<file path="config.mk">
export PLATFORM = sky130hd
export DESIGN_NAME = cla_seq_ctrl
export DESIGN_NICKNAME = d
export VERILOG_FILES = /design/src/rtl/cla_seq_pkg.sv /design/src/rtl/cla_16.sv /design/src/rtl/rr_arb_2.sv /design/src/rtl/cla_seq_ctrl.sv
export SDC_FILE = /design/constraint.sdc
export NUM_CORES = 1
export LEC_CHECK = 0
export ABC_CLOCK_PERIOD_IN_PS = 3700
export CORE_MARGIN = 2
export CORE_UTILIZATION = 40
export DETAILED_ROUTE_END_ITERATION = 10
export PLACE_DENSITY = 0.72
export RECOVER_POWER = 100
export SLEW_MARGIN = 20
export SYNTH_ARGS = -nofsm -noshare
export SYNTH_HDL_FRONTEND = slang
export SYNTH_SLANG_ARGS = --single-unit
</file>
<file path="constraint.sdc">
create_clock -name in_clk -period 3.7 [get_ports in_clk]
set_clock_uncertainty 0.2 [all_clocks]
set_input_delay 0.555 -clock in_clk [delete_from_list [all_inputs] [get_ports in_clk]]
set_output_delay 0.555 -clock in_clk [all_outputs]
set_load 0.05 [all_outputs]
</file>
<file path="src/rtl/cla_seq_pkg.sv">
// Shared constants for the sequential carry-lookahead add/subtract controller.
// Optional status flags are enabled by defining CLA_SEQ_FLAGS_EN.
package cla_seq_pkg;

    localparam int SLICE_W = 16;

    typedef enum logic [1:0] {
        IDLE = 2'd0,
        RUN  = 2'd1,
        DONE = 2'd2
    } state_t;

    localparam logic REQ_0 = 1'b0;
    localparam logic REQ_1 = 1'b1;

    function automatic int num_slices(input int data_w);
        return data_w / SLICE_W;
    endfunction

endpackage

</file>
<file path="src/rtl/cla_16.sv">
// 16-bit carry-lookahead adder: four 4-bit groups with a lookahead carry unit.
module cla_16 (
    input  logic [15:0] in_a,
    input  logic [15:0] in_b,
    input  logic        in_cin,
    output logic [15:0] out_sum,
    output logic        out_cout,
    output logic        out_pg,
    output logic        out_gg
);

    logic [15:0] w_g, w_p, w_c;
    logic [3:0]  w_gg, w_gp, w_cg;

    always_comb begin
        // NOTE: every variable gets a default at the top of the block so no path leaves it unassigned (no latch).
        w_g  = in_a & in_b;
        w_p  = in_a ^ in_b;
        w_c  = '0;
        for (int j = 0; j < 4; j++) begin
            w_gp[j] = &w_p[4*j +: 4];
            w_gg[j] = w_g[4*j+3]
                    | (w_p[4*j+3] & w_g[4*j+2])
                    | (w_p[4*j+3] & w_p[4*j+2] & w_g[4*j+1])
                    | (w_p[4*j+3] & w_p[4*j+2] & w_p[4*j+1] & w_g[4*j]);
        end
        w_cg[0] = in_cin;
        w_cg[1] = w_gg[0] | (w_gp[0] & in_cin);
        w_cg[2] = w_gg[1] | (w_gp[1] & w_gg[0]) | (w_gp[1] & w_gp[0] & in_cin);
        w_cg[3] = w_gg[2] | (w_gp[2] & w_gg[1]) | (w_gp[2] & w_gp[1] & w_gg[0])
                | (w_gp[2] & w_gp[1] & w_gp[0] & in_cin);
        out_gg  = w_gg[3] | (w_gp[3] & w_gg[2]) | (w_gp[3] & w_gp[2] & w_gg[1])
                | (w_gp[3] & w_gp[2] & w_gp[1] & w_gg[0]);
        out_pg  = &w_gp;
        out_cout = out_gg | (out_pg & in_cin);
        for (int j = 0; j < 4; j++) begin
            w_c[4*j] = w_cg[j];
            for (int k = 1; k < 4; k++)
                w_c[4*j+k] = w_g[4*j+k-1] | (w_p[4*j+k-1] & w_c[4*j+k-1]);
        end
        out_sum = w_p ^ w_c;
    end

endmodule

</file>
<file path="src/rtl/rr_arb_2.sv">
// Two-way round-robin arbiter; combinational grant, pointer moves when a grant is accepted.
module rr_arb_2
    import cla_seq_pkg::*;
(
    input  logic       in_clk,
    input  logic       in_reset,
    input  logic       in_en,
    input  logic [1:0] in_req,
    output logic [1:0] out_gnt
);

    logic r_last;

    always_comb begin
        out_gnt = 2'b00;
        if (in_en) begin
            if (in_req == 2'b01)
                out_gnt = 2'b01;
            else if (in_req == 2'b10)
                out_gnt = 2'b10;
            else if (in_req == 2'b11)
                out_gnt = (r_last == REQ_0) ? 2'b10 : 2'b01;
        end
    end

    // Reset records requester 1 as last served so requester 0 wins the first tie.
    always_ff @(posedge in_clk) begin
        // NOTE: sequential state uses non-blocking assignments so all flops update from pre-edge values.
        if (in_reset)
            r_last <= REQ_1;
        else if (|out_gnt)
            r_last <= out_gnt[1];
    end

endmodule

</file>
<file path="src/rtl/cla_seq_ctrl.sv">
// DATA_W-bit add/subtract built by running one cla_16 slice LSB-first over DATA_W/16 cycles.
// Define CLA_SEQ_FLAGS_EN to add the out_overflow / out_zero status ports.
module cla_seq_ctrl
    import cla_seq_pkg::*;
#(
    parameter int DATA_W = 32
) (
    input  logic              in_clk,
    input  logic              in_reset,
    input  logic              in_req_0,
    input  logic              in_req_1,
    input  logic [DATA_W-1:0] in_x_0,
    input  logic [DATA_W-1:0] in_x_1,
    input  logic [DATA_W-1:0] in_y_0,
    input  logic [DATA_W-1:0] in_y_1,
    input  logic              in_sub_0,
    input  logic              in_sub_1,
    output logic              out_gnt_0,
    output logic              out_gnt_1,
    output logic              out_busy,
    output logic              out_done,
    output logic              out_done_id,
    output logic [DATA_W-1:0] out_result,
`ifdef CLA_SEQ_FLAGS_EN
    output logic              out_overflow,
    output logic              out_zero,
`endif
    output logic              out_carry
);

    localparam int NUM_SLICES = num_slices(DATA_W);
    localparam int CNT_W      = $clog2(NUM_SLICES);

    if ((DATA_W % SLICE_W) != 0 || DATA_W < 32) begin : g_bad_width
        $error("cla_seq_ctrl: DATA_W must be a multiple of 16 and at least 32");
    end

    state_t              r_state;
    logic [DATA_W-1:0]   r_x, r_y, r_result;
    logic                r_cin, r_owner, r_carry_out, r_done_id;
    logic [CNT_W-1:0]    r_cnt;
    logic [1:0]          w_gnt;
    logic [SLICE_W-1:0]  w_sum;
    logic                w_cout, w_last;
    logic [DATA_W-1:0]   w_result_next;
    logic                w_unused_pg, w_unused_gg;

    rr_arb_2 u_arb (
        .in_clk   (in_clk),
        .in_reset (in_reset),
        .in_en    (r_state == IDLE),
        .in_req   ({in_req_1, in_req_0}),
        .out_gnt  (w_gnt)
    );

    cla_16 u_slice (
        .in_a     (r_x[r_cnt*SLICE_W +: SLICE_W]),
        .in_b     (r_y[r_cnt*SLICE_W +: SLICE_W]),
        .in_cin   (r_cin),
        .out_sum  (w_sum),
        .out_cout (w_cout),
        .out_pg   (w_unused_pg),
        .out_gg   (w_unused_gg)
    );

    assign w_last = (r_cnt == CNT_W'(NUM_SLICES - 1));

    always_comb begin
        w_result_next = r_result;
        w_result_next[r_cnt*SLICE_W +: SLICE_W] = w_sum;
    end

    // Y is inverted and carry-in preset to 1 at grant time, turning subtract into X + ~Y + 1.
    always_ff @(posedge in_clk) begin
        if (in_reset) begin
            r_state     <= IDLE;
            r_x         <= '0;
            r_y         <= '0;
            r_cin       <= 1'b0;
            r_cnt       <= '0;
            r_owner     <= REQ_0;
            r_result    <= '0;
            r_carry_out <= 1'b0;
            r_done_id   <= REQ_0;
`ifdef CLA_SEQ_FLAGS_EN
            out_overflow <= 1'b0;
            out_zero     <= 1'b0;
`endif
        end else begin
            case (r_state)
                IDLE: begin
                    if (|w_gnt) begin
                        r_x     <= w_gnt[1] ? in_x_1 : in_x_0;
                        r_y     <= w_gnt[1] ? (in_sub_1 ? ~in_y_1 : in_y_1)
                                            : (in_sub_0 ? ~in_y_0 : in_y_0);
                        r_cin   <= w_gnt[1] ? in_sub_1 : in_sub_0;
                        r_owner <= w_gnt[1];
                        r_cnt   <= '0;
                        r_state <= RUN;
                    end
                end
                RUN: begin
                    r_result <= w_result_next;
                    r_cin    <= w_cout;
                    if (w_last) begin
                        r_carry_out <= w_cout;
                        r_done_id   <= r_owner;
`ifdef CLA_SEQ_FLAGS_EN
                        out_overflow <= (r_x[DATA_W-1] == r_y[DATA_W-1])
                                     && (w_sum[SLICE_W-1] != r_x[DATA_W-1]);
                        out_zero     <= (w_result_next == '0);
`endif
                        r_state <= DONE;
                    end else begin
                        r_cnt <= r_cnt + 1'b1;
                    end
                end
                DONE:    r_state <= IDLE;
                default: r_state <= IDLE;
            endcase
        end
    end

    assign out_gnt_0   = w_gnt[0];
    assign out_gnt_1   = w_gnt[1];
    assign out_busy    = (r_state != IDLE);
    assign out_done    = (r_state == DONE);
    assign out_done_id = r_done_id;
    assign out_result  = r_result;
    assign out_carry   = r_carry_out;

endmodule

</file>
==> results.sh, run 1 <==
export IMPL_violations="capacitance limit, slew limit"
export IMPL_critical_path_class="reg -> reg"
export IMPL_synth_seq_cells=104
export IMPL_max_slew_worst_pin_slew_ns=1.64
export IMPL_cap_violations=1
export IMPL_cp_arrival_ns=3.59
export IMPL_crit_fanout=7
export IMPL_synth_cell_type_count=44
export IMPL_slew_headroom_pct=-10.4
export IMPL_ys_seq_area_share_pct=35.1
export IMPL_drive_above_1_share_pct=10.1
export IMPL_syn_num_nets=865
export IMPL_ios=172
export IMPL_drt_iter0_drc=276
export IMPL_irDropWorstVdd_mv=0.234
export IMPL_crit_end="out_result[30]$_SDFFE_PP0P_"
export IMPL_synth_main_ff_cell="dfxtp_1"
export IMPL_rsz0062_at_grt="true"
export IMPL_critPathMostFrequentCell="fa_1"
export IMPL_async_flop_share_pct=0
export IMPL_initial_core_util_pct=40.8
export IMPL_grt_pass1_vias=5014
export IMPL_required_ns=3.74
export IMPL_chipWidth_um=126
export IMPL_r2r_start="r_cnt$_SDFFE_PP0P_"
export IMPL_hold_path_class="reg -> reg"
export IMPL_dr_pass1_iters=4
export IMPL_crit_family="adder cells"
export IMPL_routabilityCongestion=0.900
export IMPL_port_buffers=171
export IMPL_drc_errors=0
export IMPL_final_hold_violation_count=0
export IMPL_antenna_cells=0
export IMPL_area_delta_synth_final_pct=38.0
export IMPL_insertion_delay_ns=0.35
export IMPL_netlist_area_um2=5930
export IMPL_yosysTopAreaCell="dfxtp_1"
export IMPL_timing_final_crit_period_ns=3.56
export IMPL_crit_buf_inv=3
export IMPL_place_worst_setup_slack_ns=-0.0706
export IMPL_timing_fmax_mhz=281
export IMPL_cp_slowest_stage_delay_ns=0.43
export IMPL_r2r_end="out_result[30]$_SDFFE_PP0P_"
export IMPL_p_leak_nw=3.31
export IMPL_outcome="complete, but fails checks"
export IMPL_crit_path_start="r_cnt$_SDFFE_PP0P_"
export IMPL_clk_pin_slew_ns=0.07
export IMPL_cts_hold_buf=0
export IMPL_fin_crit_sh_pct=96.1
export IMPL_timing_final_ws_setup_ns=0.143
export IMPL_drt_total_wl_um=15600
export IMPL_cts_htree_levels=3
export IMPL_cp_slowest_cell="fa_1"
export IMPL_die_area_um2=15800
export IMPL_rows=44
export IMPL_wl_per_cell_um=15.0
export IMPL_dp_hpwl_um=12000
export IMPL_ys_warnings_count=0
export IMPL_reg2reg_slack_ns=0.14
export IMPL_synth_edf_count=0
export IMPL_die_h_um=126
export IMPL_path_cells="clkbuf_4 > buf_4 > mux2_2 > ha_1 > nand2_1 > o21ai_1 > a21oi_2 > fa_1 > fa_1 > inv_1 > fa_1 > nand2_1 > a21oi_1"
export IMPL_crit_path_end_kind="flop"
export IMPL_path_depth=13
export IMPL_fin_setup_tns_ns=0
export IMPL_via_per_inst=5.02
export IMPL_antenna_left=0
export IMPL_ys_top_cells_by_area="dfxtp_1 35%, nand2_1 9.9%, xnor2_1 5.3%"
export IMPL_grt_overflow=0
export IMPL_fin_util_pct=56.3
export IMPL_finalSetupViolations=0
export IMPL_final_max_slew_viol_count=17
export IMPL_r2r_cells=13
export IMPL_clock_sinks=104
export IMPL_antenna_found_initial=0
export IMPL_postSynthCellCount=703
export IMPL_grt_max_degree=75
export IMPL_fin_nets=1018
export IMPL_cts_tree="built"
export IMPL_cts_made_buffers=9
export IMPL_routed_via_count=5230
export IMPL_core_area_um2=14500
export IMPL_critPathLaunchType="flop"
export IMPL_netlist_area_leader_share_pct=35.1
export IMPL_avgSynthCellArea_um2=8.44
export IMPL_timing_hold_ws_ns=0.253
export IMPL_grtUsageTotal_pct=20.0
export IMPL_p_per_area_nw_per_um2=425
export IMPL_clockBufferDepth=2
export IMPL_cts_root_buf="clkbuf_16"
export IMPL_grt_pass1_wl_um=25500
==> layout by cell type, fill, tap and decap left out, types with 10 or more instances in the layout <==
cell type,count
fa_1,11
buf_4,22
o211ai_1,32
mux2_2,12
xnor2_1,34
dlygate4sd3_1,35
nor2_1,63
dfxtp_1,103
mux2i_1,18
inv_1,25
clkdlybuf4s50_1,132
a311oi_2,10
ha_1,15
xor2_1,32
a21oi_1,52
a311oi_1,22
a211oi_1,20
nand2_1,157
==> cells by family (layout without fill, tap and decap cells) <==
kind of cell	after synthesis	in the layout	synth area share [%]
AO/OA/AOI/OAI	153	153	19.2
XOR/XNOR	68	68	10.0
adder cells (fa/ha/maj)	28	28	7.42
multiplexers	33	33	5.82
flip-flops	104	104	35.1
buffers and inverters	84	239	6.60
AND/OR/NAND/NOR	233	233	15.8
==> power by group <==
part,leakage (nW),switching [mW],internal (mW),total [mW]
Combinational,2.31,0.641,0.525,1.17
Sequential,0.858,0.0858,1.24,1.33
Clock,0.143,0.403,0.580,0.983
==> worst min-delay path by stage <==
stage / startpoint / to / cells after the start
after global routing: r_owner$_SDFFE_PP0P_ / out_done_id$_SDFFE_PP0P_ / 2
after detailed placement: out_result[0]$_SDFFE_PP0P_ / out_result[0]$_SDFFE_PP0P_ / 2
final: out_done_id$_SDFFE_PP0P_ / out_done_id$_SDFFE_PP0P_ / 2
after global placement: r_owner$_SDFFE_PP0P_ / out_done_id$_SDFFE_PP0P_ / 2
after CTS: r_y[7]$_SDFFE_PP0P_ / r_y[7]$_SDFFE_PP0P_ / 2
after floorplan: r_owner$_SDFFE_PP0P_ / out_done_id$_SDFFE_PP0P_ / 2
==> Yosys cell counts (4+ instances only) <==
| library cell | count |
|---|---|
| a211oi_2 | 4 |
| a21oi_1 | 54 |
| o211ai_1 | 32 |
| mux2i_1 | 21 |
| mux2_2 | 12 |
| a211oi_1 | 20 |
| ha_1 | 16 |
| nor2_1 | 62 |
| dfxtp_1 | 104 |
| fa_1 | 12 |
| xnor2_1 | 36 |
| buf_2 | 27 |
| nand2_1 | 157 |
| inv_1 | 25 |
| buf_4 | 7 |
| a311oi_1 | 22 |
| clkbuf_1 | 17 |
| xor2_1 | 32 |
| a311oi_2 | 10 |
==> tightest hold or removal path, delay by kind of cell, from the launching register on <==
family	cells	cell delay [ns]
simple gates	1	0.05
compound gates	1	0.05
flops	1	0.31
==> layer usage <==
layer  global-route usage, %  share of wire (%)  wire length [um]
met4                    7.89                2.6               414
met1                    27.6                 46              7200
met2                    31.5                 46              7150
met3                    3.10                5.6               883
met5                       0                  0                 0
==> final cells by class <==
| class | count | area (um2) |
|---|---|---|
| clock buffer | 9 | 225 |
| clock inverter | 4 | 72.6 |
| fill | 1372 | 6350 |
| inverter | 27 | 101 |
| multi-input combinational | 515 | 3510 |
| sequential | 104 | 2090 |
| tap | 184 | 230 |
| timing repair buffer | 199 | 1960 |
==> per-stage QoR <==
stage / std cells / cell area, um2 / power (mW)
after floorplan: 703 / 5930 / 2.08
after CTS: 1039 / 8120 / 3.50
after global placement: 1026 / 7820 / 2.50
final: 1042 / 8190 / 3.48
after detailed placement: 1026 / 7820 / 2.52
after global routing: 1042 / 8190 / 3.68
==> state kept, by name (all words and copies together), names as in the netlist <==
register	count
out_result	32
r_x	32
r_y	32
r_state	2
out_carry	1
out_done_id	1
r_cin	1
r_cnt	1
r_owner	1
u_arb.r_last	1
==> timing repair <==
item,4_1_cts,5_1_grt
resized for setup,2,13
pin swaps,0,2
endpoints found under the setup margin,5,7
setup buffers,0,3
Note: power is estimated with default switching activity, not from simulation.
==> inputs of run 2 (changes only) <==
- SLEW_MARGIN: 20 -> 15
==> results of run 2 <==
Same layout as run 1: the final DEF is identical, and so are final timing and power.
==> inputs of run 3 (changes only) <==
- ABC_CLOCK_PERIOD_IN_PS: 3700 -> 4330
- CELL_PAD_IN_SITES_DETAIL_PLACEMENT: unset -> 1
- CELL_PAD_IN_SITES_GLOBAL_PLACEMENT: unset -> 2
- CORE_UTILIZATION: 40 -> 30
- PLACE_DENSITY: 0.72 -> 0.87
- REMOVE_ABC_BUFFERS: unset -> 1
- clock period: 3.7 -> 4.33 ns (I/O delays scaled with it)
==> run 3 against run 2 <==
  * The flow still finishes with violations (capacitance limit, slew limit)
  * Critical endpoint is now out_result[27]$_SDFFE_PP0P_
  * Critical path type unchanged
  * Cell count is 6.0% higher
  * Sequential share of layout area grew 0.62 points
  * Via count is 0.31% higher
  * Flip-flop and latch count stayed put
  * Core utilization down 15 points
  * Fmax decreased by 8.9%
==> results.sh, run 3 (synthesis results as in run 1) <==
export IMPL_antenna_found_initial=0
export IMPL_clockBufferDepth=2
export IMPL_ff_latch_area_um2=2080
export IMPL_crit_buf_inv=2
export IMPL_met2_usage_pct=29.9
export IMPL_post_cts_buffers=0
export IMPL_cp_arrival_ns=3.99
export IMPL_cts_made_buffers=9
export IMPL_max_slew_worst_pin_slew_ns=2.69
export IMPL_cts_resized=0
export IMPL_busiest_layer="met2"
export IMPL_timing_final_crit_period_ns=3.90
export IMPL_hold_path_class="reg -> reg"
export IMPL_finalSetupViolations=0
export IMPL_path_cells="buf_4 > mux2_2 > ha_1 > nand4_1 > o21ai_0 > inv_1 > fa_1 > fa_1 > fa_1 > xnor2_1 > nand2_1 > a21oi_1"
export IMPL_use_met3_pct=3.01
export IMPL_drive_above_1_share_pct=6.08
export IMPL_timing_fmax_mhz=256
export IMPL_r2r_end="out_result[27]$_SDFFE_PP0P_"
export IMPL_dp_hpwl_um=12900
export IMPL_r2r_start="r_cnt$_SDFFE_PP0P_"
export IMPL_dr_pass1_iters=4
export IMPL_crit_path_end_kind="flop"
export IMPL_die_h_um=145
export IMPL_rsz0062_at_grt="false"
export IMPL_grt_pass1_vias=5404
export IMPL_area_delta_synth_final_pct=34.6
export IMPL_p_leak_nw=3.19
export IMPL_use_met1_pct=22.6
export IMPL_final_max_slew_viol_count=134
export IMPL_initial_core_util_pct=30.5
export IMPL_rows=51
export IMPL_grt_max_degree=99
export IMPL_multi_input_area_um2=3420
export IMPL_grt_pass1_wl_um=28400
export IMPL_routabilityCongestion=0.769
export IMPL_critical_path_class="reg -> reg"
export IMPL_crit_fanout=21
export IMPL_cts_htree_levels=3
export IMPL_port_buffers=171
export IMPL_drc_errors=0
export IMPL_fillers=2312
export IMPL_antenna_cells=0
export IMPL_grt_overflow=0
export IMPL_fin_nets=996
export IMPL_p_per_area_nw_per_um2=359
export IMPL_chipWidth_um=145
export IMPL_core_area_um2=19500
export IMPL_wl_per_cell_um=16.2
export IMPL_cts_tree="built"
export IMPL_min_from="r_y[15]$_SDFFE_PP0P_"
export IMPL_r2r_cells=12
export IMPL_critPathMostFrequentCell="fa_1"
export IMPL_cap_violations=2
export IMPL_required_ns=4.41
export IMPL_grtUsageTotal_pct=17.6
export IMPL_critPathLaunchType="flop"
export IMPL_timing_hold_ws_ns=0.255
export IMPL_slew_headroom_pct=-80.4
export IMPL_insertion_delay_ns=0.35
export IMPL_min_path_cells=2
export IMPL_cts_root_buf="clkbuf_16"
export IMPL_violations="capacitance limit, slew limit"
export IMPL_final_cell_mix="157 x nand2_1, 129 x clkdlybuf4s50_1, 103 x dfxtp_1"
export IMPL_final_hold_violation_count=0
export IMPL_antenna_left=0
export IMPL_fin_crit_sh_pct=90.2
export IMPL_ios=172
export IMPL_hold_end="r_y[15]$_SDFFE_PP0P_"
export IMPL_outcome="complete, but fails checks"
export IMPL_fin_setup_tns_ns=0
export IMPL_clk_pin_slew_ns=0.07
export IMPL_irDropWorstVdd_mv=0.147
export IMPL_die_area_um2=20900
export IMPL_cts_hold_buf=0
export IMPL_final_common_cell="nand2_1"
export IMPL_clock_sinks=104
export IMPL_routed_via_count=5246
export IMPL_cp_slowest_stage_delay_ns=0.46
export IMPL_drt_total_wl_um=17800
export IMPL_finalPower_mw=2.87
export IMPL_via_per_inst=4.75
export IMPL_reg2reg_slack_ns=0.43
export IMPL_cp_slowest_cell="dfxtp_2"
export IMPL_crit_family="adder cells"
export IMPL_drt_iter0_drc=154
[run 3: cell count changes in the layout (fill, tap and decap cells not counted), moves of 3 or more]
cell             delta
buf_4              -18
a211oi_1            +3
a211oi_2            -3
a311oi_1            +3
a311oi_2            -3
buf_12              -3
clkdlybuf4s50_1     -3
dlygate4sd3_1       +3
mux2i_1             +3
[run 3: report_power, final]
part | internal (mW) | switching (mW)
Clock | 0.420 | 0.366
Combinational | 0.400 | 0.550
Sequential | 1.06 | 0.0679
[run 3: cell type report]
class / instances / share of cell area, %
repair buffers: 177 / 22.1
clock inverters: 5 / 0.392
clock buffers: 11 / 3.17
multi-input cells: 515 / 42.9
well taps: 265 / 4.15
inverters: 27 / 1.27
flip-flops and latches: 104 / 26.1
[run 3: routing by layer]
metal	up-vias	wire length, um
met5	-	0
met4	0	350
met3	17	652
met2	97	8660
met1	2487	8160
li1	2645	-
[run 3: stage by stage]
stage	setup slack [ns]	utilization, %	std cells	area, um2
final	0.426	41.0	1104	7980
after global routing	0.0678	41.0	1104	7980
after CTS	0.407	41.3	1104	8050
after detailed placement	0.407	39.9	1088	7760
after global placement	0.498	39.9	1088	7760
after floorplan	0.0522	-	646	5640
[run 3: how the worst max path moves through the flow]
stage                       start                          end  slack, ns  cells past startpoint
2_1_floorplan  r_cnt$_SDFFE_PP0P_  out_result[27]$_SDFFE_PP0P_       0.05                     13
3_3_place_gp   r_cnt$_SDFFE_PP0P_  out_result[27]$_SDFFE_PP0P_       0.50                     12
3_5_place_dp   r_cnt$_SDFFE_PP0P_  out_result[31]$_SDFFE_PP0P_       0.41                     14
4_1_cts        r_cnt$_SDFFE_PP0P_  out_result[27]$_SDFFE_PP0P_       0.41                     12
5_1_grt        r_cnt$_SDFFE_PP0P_  out_result[27]$_SDFFE_PP0P_       0.07                     13
6_report       r_cnt$_SDFFE_PP0P_  out_result[27]$_SDFFE_PP0P_       0.43                     12
[run 3: worst reg2reg max path: stages (launching register included)]
cell and delay (ns):
dfxtp_2 0.46, buf_4 0.36, mux2_2 0.39, ha_1 0.36, nand4_1 0.13, o21ai_0 0.24, inv_1 0.09, fa_1 0.39
fa_1 0.40, fa_1 0.39, xnor2_1 0.18, nand2_1 0.08, a21oi_1 0.16
